==> src/rtl/axi4_to_mi.sv <==
`default_nettype none
// ============================================================================
// Module      : axi4_to_mi
// Description : AXI4 slave to MI master bridge, one MI request per AXI beat.
//               Optional read timeout when AXI4_TO_MI_TIMEOUT_EN is defined.
// Revision    : 1.0 - initial release
// ============================================================================
module axi4_to_mi #(
  parameter int DATA_WIDTH     = 32,
  parameter int ADDR_WIDTH     = 32,
  parameter int ID_WIDTH       = 8,
  parameter int TIMEOUT_CYCLES = 1024
) (
  input  logic                    CLK,
  input  logic                    RESET_N,
  input  logic [ID_WIDTH-1:0]     AXI_AWID,
  input  logic [ADDR_WIDTH-1:0]   AXI_AWADDR,
  input  logic [7:0]              AXI_AWLEN,
  input  logic [1:0]              AXI_AWBURST,
  input  logic                    AXI_AWVALID,
  output logic                    AXI_AWREADY,
  input  logic [DATA_WIDTH-1:0]   AXI_WDATA,
  input  logic [DATA_WIDTH/8-1:0] AXI_WSTRB,
  input  logic                    AXI_WLAST,
  input  logic                    AXI_WVALID,
  output logic                    AXI_WREADY,
  output logic [ID_WIDTH-1:0]     AXI_BID,
  output logic [1:0]              AXI_BRESP,
  output logic                    AXI_BVALID,
  input  logic                    AXI_BREADY,
  input  logic [ID_WIDTH-1:0]     AXI_ARID,
  input  logic [ADDR_WIDTH-1:0]   AXI_ARADDR,
  input  logic [7:0]              AXI_ARLEN,
  input  logic [1:0]              AXI_ARBURST,
  input  logic                    AXI_ARVALID,
  output logic                    AXI_ARREADY,
  output logic [ID_WIDTH-1:0]     AXI_RID,
  output logic [DATA_WIDTH-1:0]   AXI_RDATA,
  output logic [1:0]              AXI_RRESP,
  output logic                    AXI_RLAST,
  output logic                    AXI_RVALID,
  input  logic                    AXI_RREADY,
  output logic [ADDR_WIDTH-1:0]   MI_ADDR,
  output logic [DATA_WIDTH-1:0]   MI_DWR,
  output logic [DATA_WIDTH/8-1:0] MI_BE,
  output logic                    MI_WR,
  output logic                    MI_RD,
  input  logic                    MI_ARDY,
  input  logic [DATA_WIDTH-1:0]   MI_DRD,
  input  logic                    MI_DRDY
);

  localparam int                    STRB_WIDTH  = DATA_WIDTH / 8;
  localparam logic [ADDR_WIDTH-1:0] ADDR_STEP   = ADDR_WIDTH'(STRB_WIDTH);
  localparam logic [1:0]            RESP_OKAY   = 2'b00;
  localparam logic [1:0]            RESP_SLVERR = 2'b10;

  typedef enum logic [2:0] {IDLE, W_WAIT, W_MI, B_RESP, R_MI, R_WAIT, R_DATA} state_t;

  state_t                  state_q, state_d;
  logic                    rr_q, rr_d;          // 0: write wins the next AW/AR conflict
  logic [ID_WIDTH-1:0]     id_q, id_d;
  logic [ADDR_WIDTH-1:0]   addr_q, addr_d;
  logic [7:0]              cnt_q, cnt_d;
  logic                    fixed_q, fixed_d;
  logic                    err_q, err_d;
  logic                    awready_q, awready_d, arready_q, arready_d, wready_q, wready_d;
  logic                    bvalid_q, bvalid_d, rvalid_q, rvalid_d, rlast_q, rlast_d;
  logic                    mi_wr_q, mi_wr_d, mi_rd_q, mi_rd_d;
  logic [1:0]              bresp_q, bresp_d, rresp_q, rresp_d;
  logic [DATA_WIDTH-1:0]   rdata_q, rdata_d, dwr_q, dwr_d;
  logic [STRB_WIDTH-1:0]   be_q, be_d;
  logic [ADDR_WIDTH-1:0]   next_addr;

`ifdef AXI4_TO_MI_TIMEOUT_EN
  localparam int TMO_W = $clog2(TIMEOUT_CYCLES + 1);
  logic [TMO_W-1:0] tmo_q, tmo_d;
  logic             tmo_hit;
  assign tmo_hit = (tmo_q == TMO_W'(TIMEOUT_CYCLES - 1));
`endif

  assign next_addr = fixed_q ? addr_q : addr_q + ADDR_STEP;

  always_comb begin
    state_d   = state_q;
    rr_d      = rr_q;
    id_d      = id_q;
    addr_d    = addr_q;
    cnt_d     = cnt_q;
    fixed_d   = fixed_q;
    err_d     = err_q;
    awready_d = 1'b0;
    arready_d = 1'b0;
    wready_d  = wready_q;
    bvalid_d  = bvalid_q;
    rvalid_d  = rvalid_q;
    rlast_d   = rlast_q;
    mi_wr_d   = mi_wr_q;
    mi_rd_d   = mi_rd_q;
    bresp_d   = bresp_q;
    rresp_d   = rresp_q;
    rdata_d   = rdata_q;
    dwr_d     = dwr_q;
    be_d      = be_q;
`ifdef AXI4_TO_MI_TIMEOUT_EN
    tmo_d     = tmo_q;
`endif
    unique case (state_q)
      IDLE: begin
        if (awready_q && AXI_AWVALID) begin
          id_d     = AXI_AWID;
          addr_d   = AXI_AWADDR;
          cnt_d    = AXI_AWLEN;
          fixed_d  = (AXI_AWBURST == 2'b00);
          err_d    = 1'b0;
          wready_d = 1'b1;
          state_d  = W_WAIT;
        end else if (arready_q && AXI_ARVALID) begin
          id_d    = AXI_ARID;
          addr_d  = AXI_ARADDR;
          cnt_d   = AXI_ARLEN;
          fixed_d = (AXI_ARBURST == 2'b00);
          be_d    = '1;
          mi_rd_d = 1'b1;
          state_d = R_MI;
        end else if (AXI_AWVALID && AXI_ARVALID) begin
          awready_d = ~rr_q;
          arready_d = rr_q;
          rr_d      = ~rr_q;
        end else begin
          awready_d = AXI_AWVALID;
          arready_d = AXI_ARVALID;
        end
      end
      W_WAIT: begin
        if (wready_q && AXI_WVALID) begin
          wready_d = 1'b0;
          dwr_d    = AXI_WDATA;
          be_d     = AXI_WSTRB;
          mi_wr_d  = 1'b1;
          // Misplaced WLAST only taints the response; the counter still rules the burst length
          if (AXI_WLAST != (cnt_q == 8'd0)) err_d = 1'b1;
          state_d  = W_MI;
        end
      end
      W_MI: begin
        if (MI_ARDY) begin
          mi_wr_d = 1'b0;
          if (cnt_q == 8'd0) begin
            bvalid_d = 1'b1;
            bresp_d  = err_q ? RESP_SLVERR : RESP_OKAY;
            state_d  = B_RESP;
          end else begin
            cnt_d    = cnt_q - 8'd1;
            addr_d   = next_addr;
            wready_d = 1'b1;
            state_d  = W_WAIT;
          end
        end
      end
      B_RESP: begin
        if (AXI_BREADY) begin
          bvalid_d = 1'b0;
          state_d  = IDLE;
        end
      end
      R_MI: begin
        if (MI_ARDY) begin
          mi_rd_d = 1'b0;
`ifdef AXI4_TO_MI_TIMEOUT_EN
          tmo_d   = '0;
`endif
          if (MI_DRDY) begin
            rdata_d  = MI_DRD;
            rresp_d  = RESP_OKAY;
            rvalid_d = 1'b1;
            rlast_d  = (cnt_q == 8'd0);
            state_d  = R_DATA;
          end else begin
            state_d = R_WAIT;
          end
        end
      end
      R_WAIT: begin
        if (MI_DRDY) begin
          rdata_d  = MI_DRD;
          rresp_d  = RESP_OKAY;
          rvalid_d = 1'b1;
          rlast_d  = (cnt_q == 8'd0);
          state_d  = R_DATA;
        end
`ifdef AXI4_TO_MI_TIMEOUT_EN
        else if (tmo_hit) begin
          rdata_d  = '0;
          rresp_d  = RESP_SLVERR;
          rvalid_d = 1'b1;
          rlast_d  = (cnt_q == 8'd0);
          state_d  = R_DATA;
        end else begin
          tmo_d = tmo_q + TMO_W'(1);
        end
`endif
      end
      R_DATA: begin
        if (AXI_RREADY) begin
          rvalid_d = 1'b0;
          rlast_d  = 1'b0;
          if (cnt_q == 8'd0) begin
            state_d = IDLE;
          end else begin
            cnt_d   = cnt_q - 8'd1;
            addr_d  = next_addr;
            mi_rd_d = 1'b1;
            state_d = R_MI;
          end
        end
      end
      default: state_d = IDLE;
    endcase
  end

  always_ff @(posedge CLK) begin
    if (!RESET_N) begin
      state_q   <= IDLE;
      rr_q      <= 1'b0;
      id_q      <= '0;
      addr_q    <= '0;
      cnt_q     <= '0;
      fixed_q   <= 1'b0;
      err_q     <= 1'b0;
      awready_q <= 1'b0;
      arready_q <= 1'b0;
      wready_q  <= 1'b0;
      bvalid_q  <= 1'b0;
      rvalid_q  <= 1'b0;
      rlast_q   <= 1'b0;
      mi_wr_q   <= 1'b0;
      mi_rd_q   <= 1'b0;
      bresp_q   <= '0;
      rresp_q   <= '0;
      rdata_q   <= '0;
      dwr_q     <= '0;
      be_q      <= '0;
    end else begin
      state_q   <= state_d;
      rr_q      <= rr_d;
      id_q      <= id_d;
      addr_q    <= addr_d;
      cnt_q     <= cnt_d;
      fixed_q   <= fixed_d;
      err_q     <= err_d;
      awready_q <= awready_d;
      arready_q <= arready_d;
      wready_q  <= wready_d;
      bvalid_q  <= bvalid_d;
      rvalid_q  <= rvalid_d;
      rlast_q   <= rlast_d;
      mi_wr_q   <= mi_wr_d;
      mi_rd_q   <= mi_rd_d;
      bresp_q   <= bresp_d;
      rresp_q   <= rresp_d;
      rdata_q   <= rdata_d;
      dwr_q     <= dwr_d;
      be_q      <= be_d;
    end
  end

`ifdef AXI4_TO_MI_TIMEOUT_EN
  always_ff @(posedge CLK) begin
    if (!RESET_N) tmo_q <= '0;
    else          tmo_q <= tmo_d;
  end
`endif

  assign AXI_AWREADY = awready_q;
  assign AXI_ARREADY = arready_q;
  assign AXI_WREADY  = wready_q;
  assign AXI_BID     = id_q;
  assign AXI_BRESP   = bresp_q;
  assign AXI_BVALID  = bvalid_q;
  assign AXI_RID     = id_q;
  assign AXI_RDATA   = rdata_q;
  assign AXI_RRESP   = rresp_q;
  assign AXI_RLAST   = rlast_q;
  assign AXI_RVALID  = rvalid_q;
  assign MI_ADDR     = addr_q;
  assign MI_DWR      = dwr_q;
  assign MI_BE       = be_q;
  assign MI_WR       = mi_wr_q;
  assign MI_RD       = mi_rd_q;

endmodule
`default_nettype wire
==> config.mk <==
export PLATFORM = sky130hd
export DESIGN_NAME = axi4_to_mi
export DESIGN_NICKNAME = d
export VERILOG_FILES = /design/src/rtl/axi4_to_mi.sv
export SDC_FILE = /design/constraint.sdc
export NUM_CORES = 1
export LEC_CHECK = 0
export BUFFER_PORTS_ARGS = -buffer_cell sky130_fd_sc_hd__buf_2
export CAP_MARGIN = 20
export CORE_AREA = 2 2 132 134
export CTS_CLUSTER_DIAMETER = 50
export DETAILED_ROUTE_END_ITERATION = 8
export DIE_AREA = 0 0 134 136
export PLACE_DENSITY = 0.78
export RECOVER_POWER = 25
export SYNTH_ARGS = -nofsm -noshare
export SYNTH_HDL_FRONTEND = slang
export SYNTH_SLANG_ARGS = --single-unit
==> constraint.sdc <==
create_clock -name CLK -period 3 [get_ports CLK]
set_input_delay 0.3 -clock CLK [delete_from_list [all_inputs] [get_ports CLK]]
set_output_delay 0.3 -clock CLK [all_outputs]
set_load 0.05 [all_outputs]
### Word level (Yosys, flattened, before mapping)

Index checks and enable logic that the tools add are counted.

* flip-flop bits (word level): 134
* latch bits: 0
* memory bits (writable): 0
* ROM bits: 0
* word-level logic and storage cells: 149
* memories kept: 0

* $add $sub $neg: 2
* multipliers: 0
* div/mod/pow operators: 0
* magnitude comparators: 0
* equal/unequal tests: 21
* shift operators: 0
* muxes and demuxes: 69
* bitwise gates (word level): 5
* reductions and logical operators: 32

Operators with widths (count)
* 32-bit two-way mux: 8
* 32-bit one-hot mux with 3 select lines: 1
* 32-bit one-hot mux with 2 select lines: 1
* 8-bit two-way mux: 7
* 32-bit by 3-bit adder with 32-bit output, second input constant: 1
* 3-bit two-way mux: 9
* 2-bit != test, second input constant: 13
* 1-bit two-way mux: 24
* 8-bit one-hot mux with 3 select lines: 1
* 3-bit one-hot mux with 7 select lines: 1
* 4-bit AND reduction: 5
* 4-bit two-way mux: 3
* 1-bit one-hot mux with 3 select lines: 4
* 3-bit nonzero test: 4
* 2-bit two-way mux: 5
* 2-bit nonzero test: 5
* 3-bit equality test, second input constant: 3
* 3-bit AND reduction: 3
* 8-bit zero test: 1
* 4-bit one-hot mux with 2 select lines: 1
* 8-bit by 1-bit subtractor with 8-bit output, second input constant: 1
* 7-bit AND reduction: 1
* 3-bit by 2-bit equality test with 1-bit output, second input constant: 2
* 1-bit one-hot mux with 2 select lines: 3
* 12 further kinds: 22

### Logic depth before layout (Yosys ltp)

Gate-level depths: netlist (run 1).

* depth after elaboration: 5
* mapped depth: 8
* mapped depth without buffers: 7

### Least setup slack after synthesis (run 1)

Ideal clock, no wire load.

* path kind: reg2reg
* from: register addr_q[2] (netlist: MI_ADDR[2])
* to: register addr_q[30] (netlist: MI_ADDR[30])
* arrival: 2.002 ns
* data required time: 2.866 ns
* slack: 0.864 ns
* cell stages (with the launch flop): 8
* period minus slack after synthesis: 2.136 ns
* path through: dfxtp_1 -> ha_1 -> nand4_1 -> nor3_2 -> buf_2 -> nand3_1 -> a31oi_1 -> a31oi_1

* longest elaborated chain between the ends: 5
* elaborated cells between the ends (all ways): 6

RTL lines
* start, declared: RTL line 63 `logic [ADDR_WIDTH-1:0] addr_q, addr_d;`
* start signal, assigned: RTL line 248 `addr_q <= addr_d;`
* 32-bit by 3-bit adder with 32-bit output *: RTL line 82 `assign next_addr = fixed_q ? addr_q : addr_q + ADDR_STEP;`
* 32-bit two-way mux *: RTL line 82
* 32-bit two-way mux *: RTL line 149, 208
* 32-bit two-way mux, on equally long branches: RTL line 205, 147
* 32-bit one-hot mux with 3 select lines *: RTL line 108 `unique case (state_q)`

Mark *: on every way between the ends. The rest lies on a longest branch, timed or not. The select of a mux whose other input is x is not followed.
A chain may end at the register's enable or synchronous reset.

### Worst setup path after layout (run 1)

* from: register state_q[2]
* to: register addr_q[28] (netlist: MI_ADDR[28])

* longest elaborated chain between the ends: 3
* elaborated cells between the ends (all ways): 9

RTL lines
* start, declared: RTL line 60 `state_t state_q, state_d;`
* start signal, assigned: RTL line 245 `state_q <= state_d;`
* 3-bit by 2-bit equality test with 1-bit output (tied with other cells): RTL line 108
* 2-bit != test (no line) (tied with other cells)
* 4-bit AND reduction (no line)

Parallel ways exist; a longest one is shown, timed or not.

==> flow_summary_export.csv, run 1 <==
group,metric,value,unit
clock_tree,post_cts_buffers,0,
layout,nNetsFinal,1326,
layout,nFillCells,1670,
synth,ys_ff_latch,131,
floorplan,coreArea,16880,um^2
worst_setup_path,cpMaxStageDelayCell,"dfxtp_1",
worst_setup_path,crit_cells,5,
sta,setup_viol,0,
hold_path,whs_path_depth,3,
synth,synth_area_per_cell,7.418,um^2
floorplan,ioPinCount,306,
synth,yosysTopAreaCellShare,0.3990,
clock_tree,postCtsResizedCells,0,
worst_setup_path,critPathCaptureType,"register",
routing,wl,21190,um
worst_setup_path,critPathMaxFanout,20,
worst_setup_path,crit_required,3.32,ns
synth,synth_ff_type,"dfxtp_1",
floorplan,rows,48,
power_and_ir_drop,ir_drop,0.0003773,V
placement,port_buffers,302,
clock_tree,cts_inserted_buffers,17,
synth,yosys.cell_types.count,69,
worst_setup_path,path_buf_inv,0,
layout,num_antenna_cells,0,
grt,grt_max_degree,63,
layout,regArea,2623,um^2
grt,grt_pass1_wl,32750,um
floorplan,fp.dieH,136,um
grt,grt_pass1_vias,6741,
synth,synth-async-reset-ratio,0,
synth,synth_edf_count,0,
sta,post-route-period-util,0.8295,
power_and_ir_drop,leakage,3.642,nW
worst_setup_path,path_cells,"mux2i_1 -> o21ai_1 -> o211a_1 -> nand2_1 -> o221ai_1",
sta,finalHoldViolCount,0,
clock_tree,clock_latency,0.42,ns
synth,yosys_warnings,0,
routing,route.detailed.drc,0,
clock_tree,clockRootBuffer,"clkbuf_16",
clock_tree,clk_pin_slew,0.06,ns
layout,drive_gt1_frac,0.2714,
layout,fin_util,0.5141,
floorplan,die_w,134,um
synth,synth.most_common_cell,"nand2_1",
sta,fin_setup_tns,0,ns
power_and_ir_drop,powerDensity,717.4,nW/um^2
layout,area_growth,32.00,%
synth,synth_area_leaders,"dfxtp_1 40%, nand2_1 14%, a21oi_1 10%",
placement,gp_congestion,0.8405,
worst_setup_path,crit_path_start_kind,"register",
synth,synthTopCellsByCount,"239 x nand2_1, 135 x a21oi_1, 131 x dfxtp_1",
routing,viasPerCell,5.284,
synth,postSynthCellCount,886,
run_status,run_status,"complete, no violations",
sta,rsz0062_at_grt,"no",
synth,yosys.area.top_type,"dfxtp_1",
worst_setup_path,path_delay_family,"compound AO/OA/AOI/OAI gates",
floorplan,start_util,0.3895,
clock_tree,htree_levels,4,
clock_tree,clk_path_buf_depth,2,
routing,ant_nets,0,
layout,multi_input_area,3557,um^2
synth,synthesis.area,6573,um^2
worst_setup_path,reg2reg_depth,5,
placement,place_area,8157,um^2
clock_tree,cts_tree,"built",
worst_setup_path,max_stage_delay,0.76,ns
sta,period_needed,2.489,ns
worst_setup_path,critPathKind,"reg -> reg",
worst_setup_path,cp_data_arrival_time,2.81,ns
synth,yosysSeqAreaShare,0.3990,
hold_path,hp-class,"in -> reg",
layout,fin_area,8676,um^2
grt,grt_antenna_before_repair,0,
floorplan,dieArea,18220,um^2
sta,tightest_slew,1.065,ns
grt,overflow,0,
routing,wire_per_inst,15.34,um
grt,grt_usage,0.2224,
routing,drt_iter0_drc,450,
sta,worst_clock_skew,0.008698,ns
routing,first_pass_iters,5,
sta,timing.fmax,401.8,MHz
run,maxCapViolations,0,
routing,vias,7302,
sta,maxSlewViolCount,0,
sta,slew_headroom,0.2898,
clock_tree,ctsHoldBuffers,0,
placement,hpwl,14940,um
clock_tree,cts_sinks,131,
## cell type report
class                      count  area share
inverter                      10    0.004471
tap                          225     0.03245
clock inverter                12     0.01687
timing repair buffer         318      0.1817
multi-input combinational    667      0.4100
sequential                   131      0.3023
clock buffer                  19     0.05221
## worst paths after layout
check                                start      endpoint  slack, ns
worst max-delay path            state_q[2]   MI_ADDR[28]       0.51
worst min-delay path             MI_DRD[4]  AXI_RDATA[4]       0.11
worst max register to register  state_q[2]   MI_ADDR[28]       0.51
worst min register to register  MI_DWR[18]    MI_DWR[18]       0.45
## where the power goes
| group | switching, mW | internal (mW) |
|---|---|---|
| combinational | 1.39 | 0.580 |
| clock | 0.845 | 1.28 |
| sequential | 0.208 | 1.92 |
| total | 2.44 | 3.78 |
## metrics by stage
| step | std cells | hold slack [ns] | power, mW | worst slack (ns) |
|---|---|---|---|---|
| after floorplan | 888 | 0.3965 | 3.628 | 0.8642 |
| after global placement | 1351 | 0.4379 | 4.103 | 0.6759 |
| after detailed placement | 1351 | 0.4430 | 4.132 | 0.5670 |
| after CTS | 1382 | 0.1029 | 6.259 | 0.5561 |
| after global routing | 1382 | 0.1044 | 6.515 | 0.3598 |
| final | 1382 | 0.1145 | 6.224 | 0.5114 |
## cells in the final DEF (no fill, tap or decap), types with 7 or more instances in the layout
master and n:
nand3_1 25, dfxtp_1 131, inv_1 8, a21oi_1 135
nand2_1 238, and3_1 8, buf_4 14, o21ai_1 21
a311oi_1 9, nor3_1 15, a31oi_1 14, clkbuf_16 17
nor2_1 45, clkbuf_1 64, buf_2 238, o21ai_0 26
mux2i_1 12, nand4_1 7
## kinds of logic (layout without fill, tap and decap cells)
family                   after synthesis  count (layout)  share of synthesized area
AND/OR/NAND/NOR                      380             380                     0.2593
XOR/XNOR                               2               2                   0.002666
AO/OA/AOI/OAI                        265             265                     0.2458
other                                  1               3                  0.0005706
flip-flops                           131             131                     0.3990
adder cells (fa/ha/maj)                3               3                   0.005712
buffers and inverters                 90             359                    0.06530
multiplexers                          14              14                    0.02170
## flip-flops by register name (all words and copies together), names as in the netlist
signal	count
AXI_ARREADY	1
AXI_AWREADY	1
AXI_BID	8
AXI_BRESP	1
AXI_BVALID	1
AXI_RDATA	32
AXI_RLAST	1
AXI_RVALID	1
AXI_WREADY	1
MI_ADDR	32
MI_BE	4
MI_DWR	32
MI_RD	1
MI_WR	1
cnt_q	8
err_q	1
fixed_q	1
rr_q	1
state_q	3
## worst min-delay path: stages
cell and delay [ns]:
buf_2 0.09, nand2_1 0.05, a21oi_1 0.05
## per-layer routing
metal  share of wire  vias up  routed length [um]  global-route usage
li1                -     3627                   -                   -
met1            0.41     3340                8724              0.2663
met2            0.49      313               10290              0.3781
met3           0.089       22                1884             0.07345
met4           0.014        0                 293             0.06974
met5               0        -                   0                   0
Power figures use the tool's default switching activity.
==> run 2: changes to the inputs <==
clock period = 2.4 ns   (was 3 ns; I/O delays follow)
==> run 2 against run 1 <==
Fmax is 30% higher. Via count rose by 1.6%. Die area unchanged. Sequential share of layout area decreased by 0.16 points. Cell area up 0.53%. First-iteration DRC count rose by 6.9%. Critical path type unchanged. Power increased by 21%. Critical path depth rose by 3. Sequential cell count unchanged. Final cell count up 0.72%. Setup slack got worse by 0.024 ns.
==> flow_summary_export.csv, run 2 (same netlist as run 1, synthesis figures left out) <==
group,metric,value,unit
layout,nFillCells,1687,
worst_setup_path,path_delay_family,"compound AO/OA/AOI/OAI gates",
layout,final_cell_mix,"238 x nand2_1, 238 x buf_2, 135 x a21oi_1",
grt,grt_max_degree,47,
worst_setup_path,crit_path_start_kind,"register",
worst_setup_path,cpMaxStageDelayCell,"dfxtp_1",
grt,top_usage_layer,"met2",
grt,grt_pass1_vias,6924,
worst_setup_path,max_stage_delay,0.32,ns
clock_tree,post_cts_buffers,0,
sta,period_needed,1.913,ns
sta,timing.fmax,522.9,MHz
power_and_ir_drop,power.total,7.532,mW
placement,place_area,8269,um^2
routing,vias,7419,
sta,rsz0062_at_grt,"no",
grt,met3_usage,0.07271,
clock_tree,clk_path_buf_depth,2,
layout,fin_area,8722,um^2
placement,gp_congestion,0.8895,
floorplan,die_w,134,um
power_and_ir_drop,ir_drop,0.0005160,V
clock_tree,clockRootBuffer,"clkbuf_16",
clock_tree,postCtsResizedCells,0,
placement,dp.cells,1361,
floorplan,fp.dieH,136,um
run,maxCapViolations,0,
clock_tree,cts_sinks,131,
layout,num_antenna_cells,0,
routing,ant_nets,0,
sta,post-route-period-util,0.7969,
sta,maxSlewViolCount,0,
sta,hold_slack,0.05456,ns
grt,grtUsageMet1,0.2613,
worst_setup_path,cp_data_arrival_time,2.22,ns
floorplan,rows,48,
clock_tree,cts_tree,"built",
grt,grt_pass1_wl,33040,um
floorplan,coreArea,16880,um^2
hold_path,hp-class,"in -> reg",
sta,finalHoldViolCount,0,
floorplan,start_util,0.3895,
routing,wire_per_inst,15.25,um
worst_setup_path,critPathMaxFanout,37,
sta,fin_setup_tns,0,ns
placement,hpwl,15350,um
layout,regArea,2623,um^2
sta,tightest_slew,0.6453,ns
clock_tree,clk_pin_slew,0.06,ns
sta,slew_headroom,0.5717,
routing,wl,21230,um
floorplan,ioPinCount,306,
grt,grt_usage,0.2238,
worst_setup_path,path_cells,"inv_1 -> ha_1 -> nor4b_4 -> a21oi_2 -> o211ai_4 -> buf_12 -> a21oi_1 -> o221a_1",
clock_tree,ctsHoldBuffers,0,
routing,viasPerCell,5.330,
clock_tree,cts_inserted_buffers,17,
clock_tree,htree_levels,4,
power_and_ir_drop,powerDensity,863.6,nW/um^2
worst_setup_path,crit_required,2.70,ns
grt,overflow,0,
worst_setup_path,critPathKind,"reg -> reg",
layout,multi_input_area,3557,um^2
routing,drt_iter0_drc,481,
routing,first_pass_iters,4,
worst_setup_path,path_buf_inv,2,
placement,port_buffers,302,
layout,drive_gt1_frac,0.2776,
power_and_ir_drop,leakage,3.659,nW
grt,grt_antenna_before_repair,2,
layout,area_growth,32.71,%
layout,instances_no_fill,1392,
routing,route.detailed.drc,0,
sta,setup_viol,0,
worst_setup_path,critPathCaptureType,"register",
clock_tree,clock_latency,0.42,ns
sta,worst_clock_skew,0.009208,ns
run_status,run_status,"complete, no violations",
grt,use_met2,0.3803,
floorplan,dieArea,18220,um^2
layout,nNetsFinal,1336,
## run 2: changes by cell type in the layout (fill, tap and decap cells not counted), sizes merged
cell      before  now
inv           14   12
clkinvlp       1    6
clkinv         5    6
bufinv         2    0
clkbuf        83   81
buf          254  264
## run 2: power by group
part / total [mW] / switching [mW] / internal, mW
Combinational: 2.54 / 1.77 / 0.770
Sequential: 2.64 / 0.237 / 2.40
Clock: 2.35 / 1.03 / 1.32
Total: 7.53 / 3.04 / 4.49
## run 2: final timing paths
check | from | end | slack [ns] | cells after the start
max | cnt_q[0] | MI_ADDR[20] | 0.49 | 8
min | MI_DRD[8] | AXI_RDATA[8] | 0.05 | 3
max reg2reg | cnt_q[0] | MI_ADDR[20] | 0.49 | 8
min reg2reg | MI_DWR[28] | MI_DWR[28] | 0.45 | 2
## run 2: area by class of cell
type / count / area share
repair buffers: 328 / 0.1937
well taps: 225 / 0.03228
clock inverters: 14 / 0.01234
flip-flops and latches: 131 / 0.3007
clock buffers: 17 / 0.04877
inverters: 10 / 0.004447
multi-input cells: 667 / 0.4078
## run 2: through the flow
| stage | worst slack (ns) | util |
|---|---|---|
| after floorplan | 0.2642 | - |
| after global placement | 0.5333 | 0.4900 |
| after detailed placement | 0.5056 | 0.4900 |
| after CTS | 0.4932 | 0.5216 |
| after global routing | 0.2071 | 0.5168 |
| final | 0.4874 | 0.5168 |
## run 2: worst reg2reg max path: cells and delay by family (launching register included)
kind | cells | cell delay, ns
AO/OA/AOI/OAI | 4 | 0.74
flip-flops | 1 | 0.32
buffers and inverters | 2 | 0.32
AND/OR/NAND/NOR | 1 | 0.27
adder cells (fa/ha/maj) | 1 | 0.15
## run 2: per-layer routing
metal  part of all wire  routed length, um  up-vias
met4              0.028                596        4
met5             0.0010                 22        -
met3              0.081               1724       51
met2               0.48              10240      298
met1               0.41               8648     3423
li1                   -                  -     3643
==> run 3: changes to the inputs <==
ABC_AREA = 1   (was default)
CORE_AREA = 2 2 137 139   (was 2 2 132 134)
DIE_AREA = 0 0 139 141   (was 0 0 134 136)
PLACE_DENSITY = 0.8   (was 0.78)
clock period = 1.6 ns   (was 2.4 ns; I/O delays follow)
==> run 3 against run 2 <==
Global-route usage is 1.9 points higher. Critical path depth rose by 1. Setup slack lost 0.46 ns. Synthesized cell count increased by 25%. Clock-buffer cell count up 1. Core utilization is 4.7 points higher. Critical endpoint is now MI_ADDR[2].
==> flow_summary_export.csv, run 3 <==
group,metric,value,unit
floorplan,start_util,0.3895,
clock_tree,clk_pin_slew,0.06,ns
worst_setup_path,crit_required,1.91,ns
power_and_ir_drop,intPower,9.785,mW
clock_tree,clk_path_buf_depth,2,
layout,final_common_cell,"buf_2",
clock_tree,htree_levels,4,
grt,met3_usage,0.05673,
layout,final_cell_mix,"246 x buf_2, 244 x nand2_1, 206 x nor2_1",
grt,grt_usage,0.2430,
floorplan,rows,50,
routing,first_pass_iters,6,
power_and_ir_drop,seq_power_share,0.257,
sta,timing.fmax,635.1,MHz
power_and_ir_drop,power.switching,9.606,mW
worst_setup_path,critPathKind,"reg -> reg",
sta,tightest_slew,0.6559,ns
synth,postSynthCellCount,1105,
power_and_ir_drop,p_sw_frac,0.4954,
synth,synthesis.area,7116,um^2
synth,synth_ff_type,"dfxtp_1",
routing,vias,8648,
power_and_ir_drop,power.total,19.39,mW
synth,synth_area_leaders,"dfxtp_1 37%, nand2_1 13%, nor2_1 12%",
synth,synthTopCellsByCount,"252 x nand2_1, 222 x nor2_1, 131 x dfxtp_1",
floorplan,dieArea,19600,um^2
synth,synth_area_per_cell,6.439,um^2
synth,synth-async-reset-ratio,0,
worst_setup_path,reg2reg_depth,9,
power_and_ir_drop,leakage,4.713,nW
run,maxCapViolations,0,
power_and_ir_drop,powerDensity,1882,nW/um^2
worst_setup_path,critPathCapture,"MI_ADDR[2]",
placement,hpwl,17260,um
clock_tree,cts_inserted_buffers,17,
layout,nNetsFinal,1646,
clock_tree,cts_sinks,131,
grt,use_met2,0.4122,
grt,grtUsageMet1,0.2954,
routing,route.detailed.drc,0,
grt,grt_antenna_before_repair,2,
sta,worst_clock_skew,0.01066,ns
layout,drive_gt1_frac,0.3018,
clock_tree,clockRootBuffer,"clkbuf_16",
worst_setup_path,rr_startpoint,"state_q[1]",
routing,wl,24810,um
layout,instances_no_fill,1713,
routing,ant_nets,0,
worst_setup_path,r2r_slack,0.03,ns
grt,grt_max_degree,90,
worst_setup_path,cp_data_arrival_time,1.88,ns
worst_setup_path,crit_path_start_kind,"register",
power_and_ir_drop,p_comb_frac,0.557,
sta,maxSlewViolCount,0,
sta,period_needed,1.574,ns
power_and_ir_drop,clock_power_share,0.186,
synth,yosys_warnings,0,
sta,rsz0062_at_grt,"yes",
worst_setup_path,critPathMaxFanout,8,
synth,yosys.area.top_type,"dfxtp_1",
floorplan,coreArea,18270,um^2
floorplan,ioPinCount,306,
routing,drt_iter0_drc,620,
worst_setup_path,crit_start,"state_q[1]",
floorplan,die_w,139,um
sta,slew_headroom,0.5646,
run_status,run_status,"complete, no violations",
sta,hold_slack,0.008709,ns
hold_path,whs_path_depth,3,
synth,yosysSeqAreaShare,0.3686,
grt,overflow,0,
synth,yosys.cell_types.count,41,
layout,area_growth,44.82,%
worst_setup_path,critPathCaptureType,"register",
power_and_ir_drop,ir_drop,0.001745,V
routing,wire_per_inst,14.48,um
synth,synth_edf_count,0,
sta,setup_viol,0,
hold_path,hp-class,"in -> reg",
worst_setup_path,r2r_end,"MI_ADDR[2]",
floorplan,fp.dieH,141,um
synth,synth.most_common_cell,"nand2_1",
sta,post-route-period-util,0.9840,
placement,dp.cells,1623,
synth,yosysTopAreaCellShare,0.3686,
routing,viasPerCell,5.048,
grt,grt_pass1_wl,39190,um
grt,grt_pass1_vias,8104,
placement,port_buffers,302,
grt,top_usage_layer,"met2",
clock_tree,clock_latency,0.42,ns
sta,finalHoldViolCount,0,
synth,ys_ff_latch,131,
clock_tree,cts_tree,"built",
placement,gp_congestion,0.9556,
-- run 3: changes by cell type in the layout (fill, tap and decap cells not counted), sizes merged, moves of 16 or more --
cell / previous run / this run
nand3: 27 / 80
inv: 12 / 74
buf: 264 / 302
a21oi: 136 / 77
nor2: 45 / 233
nand2: 239 / 262
or2: 1 / 20
dlygate4sd3: 0 / 51
nor3: 20 / 4
o21ai: 48 / 90
-- run 3: final cells by class --
cell class / instances / area (um^2)
Tap cell: 234 / 292.8
Inverter: 72 / 275.3
Fill cell: 1678 / 7963
Multi-Input combinational cell: 833 / 4006
Antenna cell: 1 / 2.502
Timing Repair Buffer: 410 / 2519
Sequential cell: 131 / 2664
Clock inverter: 14 / 106.4
Clock buffer: 18 / 439.2
-- run 3: routing by layer --
metal | vias to the layer above | share of wire
met5 | - | 0.00052
met4 | 2 | 0.033
met2 | 373 | 0.49
li1 | 4305 | -
met1 | 3901 | 0.40
met3 | 67 | 0.074
-- run 3: critical path, stage by stage, from the launching register on --
cell and delay, ns:
dfxtp_4 0.36, inv_4 0.08, nor2_4 0.05, nand2_2 0.08
nor2_4 0.05, nor2_4 0.16, nand4_4 0.24, buf_6 0.22
o21ai_1 0.14, nor2_1 0.07
-- run 3: kinds of logic after synthesis --
family          after synthesis  share of synthesized area
simple gates                622                     0.3758
compound gates              202                     0.1549
buf+inv                     143                    0.09108
flops                       131                     0.3686
fa+ha+maj                     3                   0.005276
xor+xnor                      2                   0.002462
other cells                   1                  0.0005270
mux                           1                   0.001407
-- run 3: stage by stage --
step	cell area, um^2	setup TNS (ns)	worst slack [ns]	util
global placement	9049	-0.01889	-0.01889	0.4953
detailed placement	9049	-0.5818	-0.06193	0.4953
CTS	10120	-0.0002980	-0.0002980	0.5541
finish	10300	0	0.02556	0.5641
global route	10300	-0.4169	-0.07827	0.5640
floorplan	7159	0	0.003730	-
-- run 3: power by group through the flow --
stage          combinational, mW  clock [mW]  sequential (mW)
2_1_floorplan               5.33           0             7.00
3_3_place_gp                9.81           0             4.93
3_5_place_dp                9.92           0             4.94
4_1_cts                     10.1        3.67             4.89
5_1_grt                     11.7        3.83             5.09
6_report                    10.8        3.61             4.98
-- run 3: what timing repair did --
action                     4_1_cts  5_1_grt
cloned                           0        1
hold buffers                    50        1
resized for setup                8       56
setup endpoints to repair       26       47
setup buffers                    0        5
pin swaps                        0       18
hold endpoints to repair        46        1
-- run 3: worst min-delay path by stage --
stage / slack, ns / to / start
after detailed placement: 0.39 / AXI_RDATA[5] / MI_DRD[5]
after floorplan: 0.28 / AXI_AWREADY / AXI_AWVALID
final: 0.009 / MI_DWR[4] / AXI_WDATA[4]
after global routing: 0.007 / MI_DWR[23] / AXI_WDATA[23]
after CTS: 0.0004 / MI_BE[2] / AXI_WSTRB[2]
after global placement: 0.38 / AXI_RDATA[1] / MI_DRD[1]
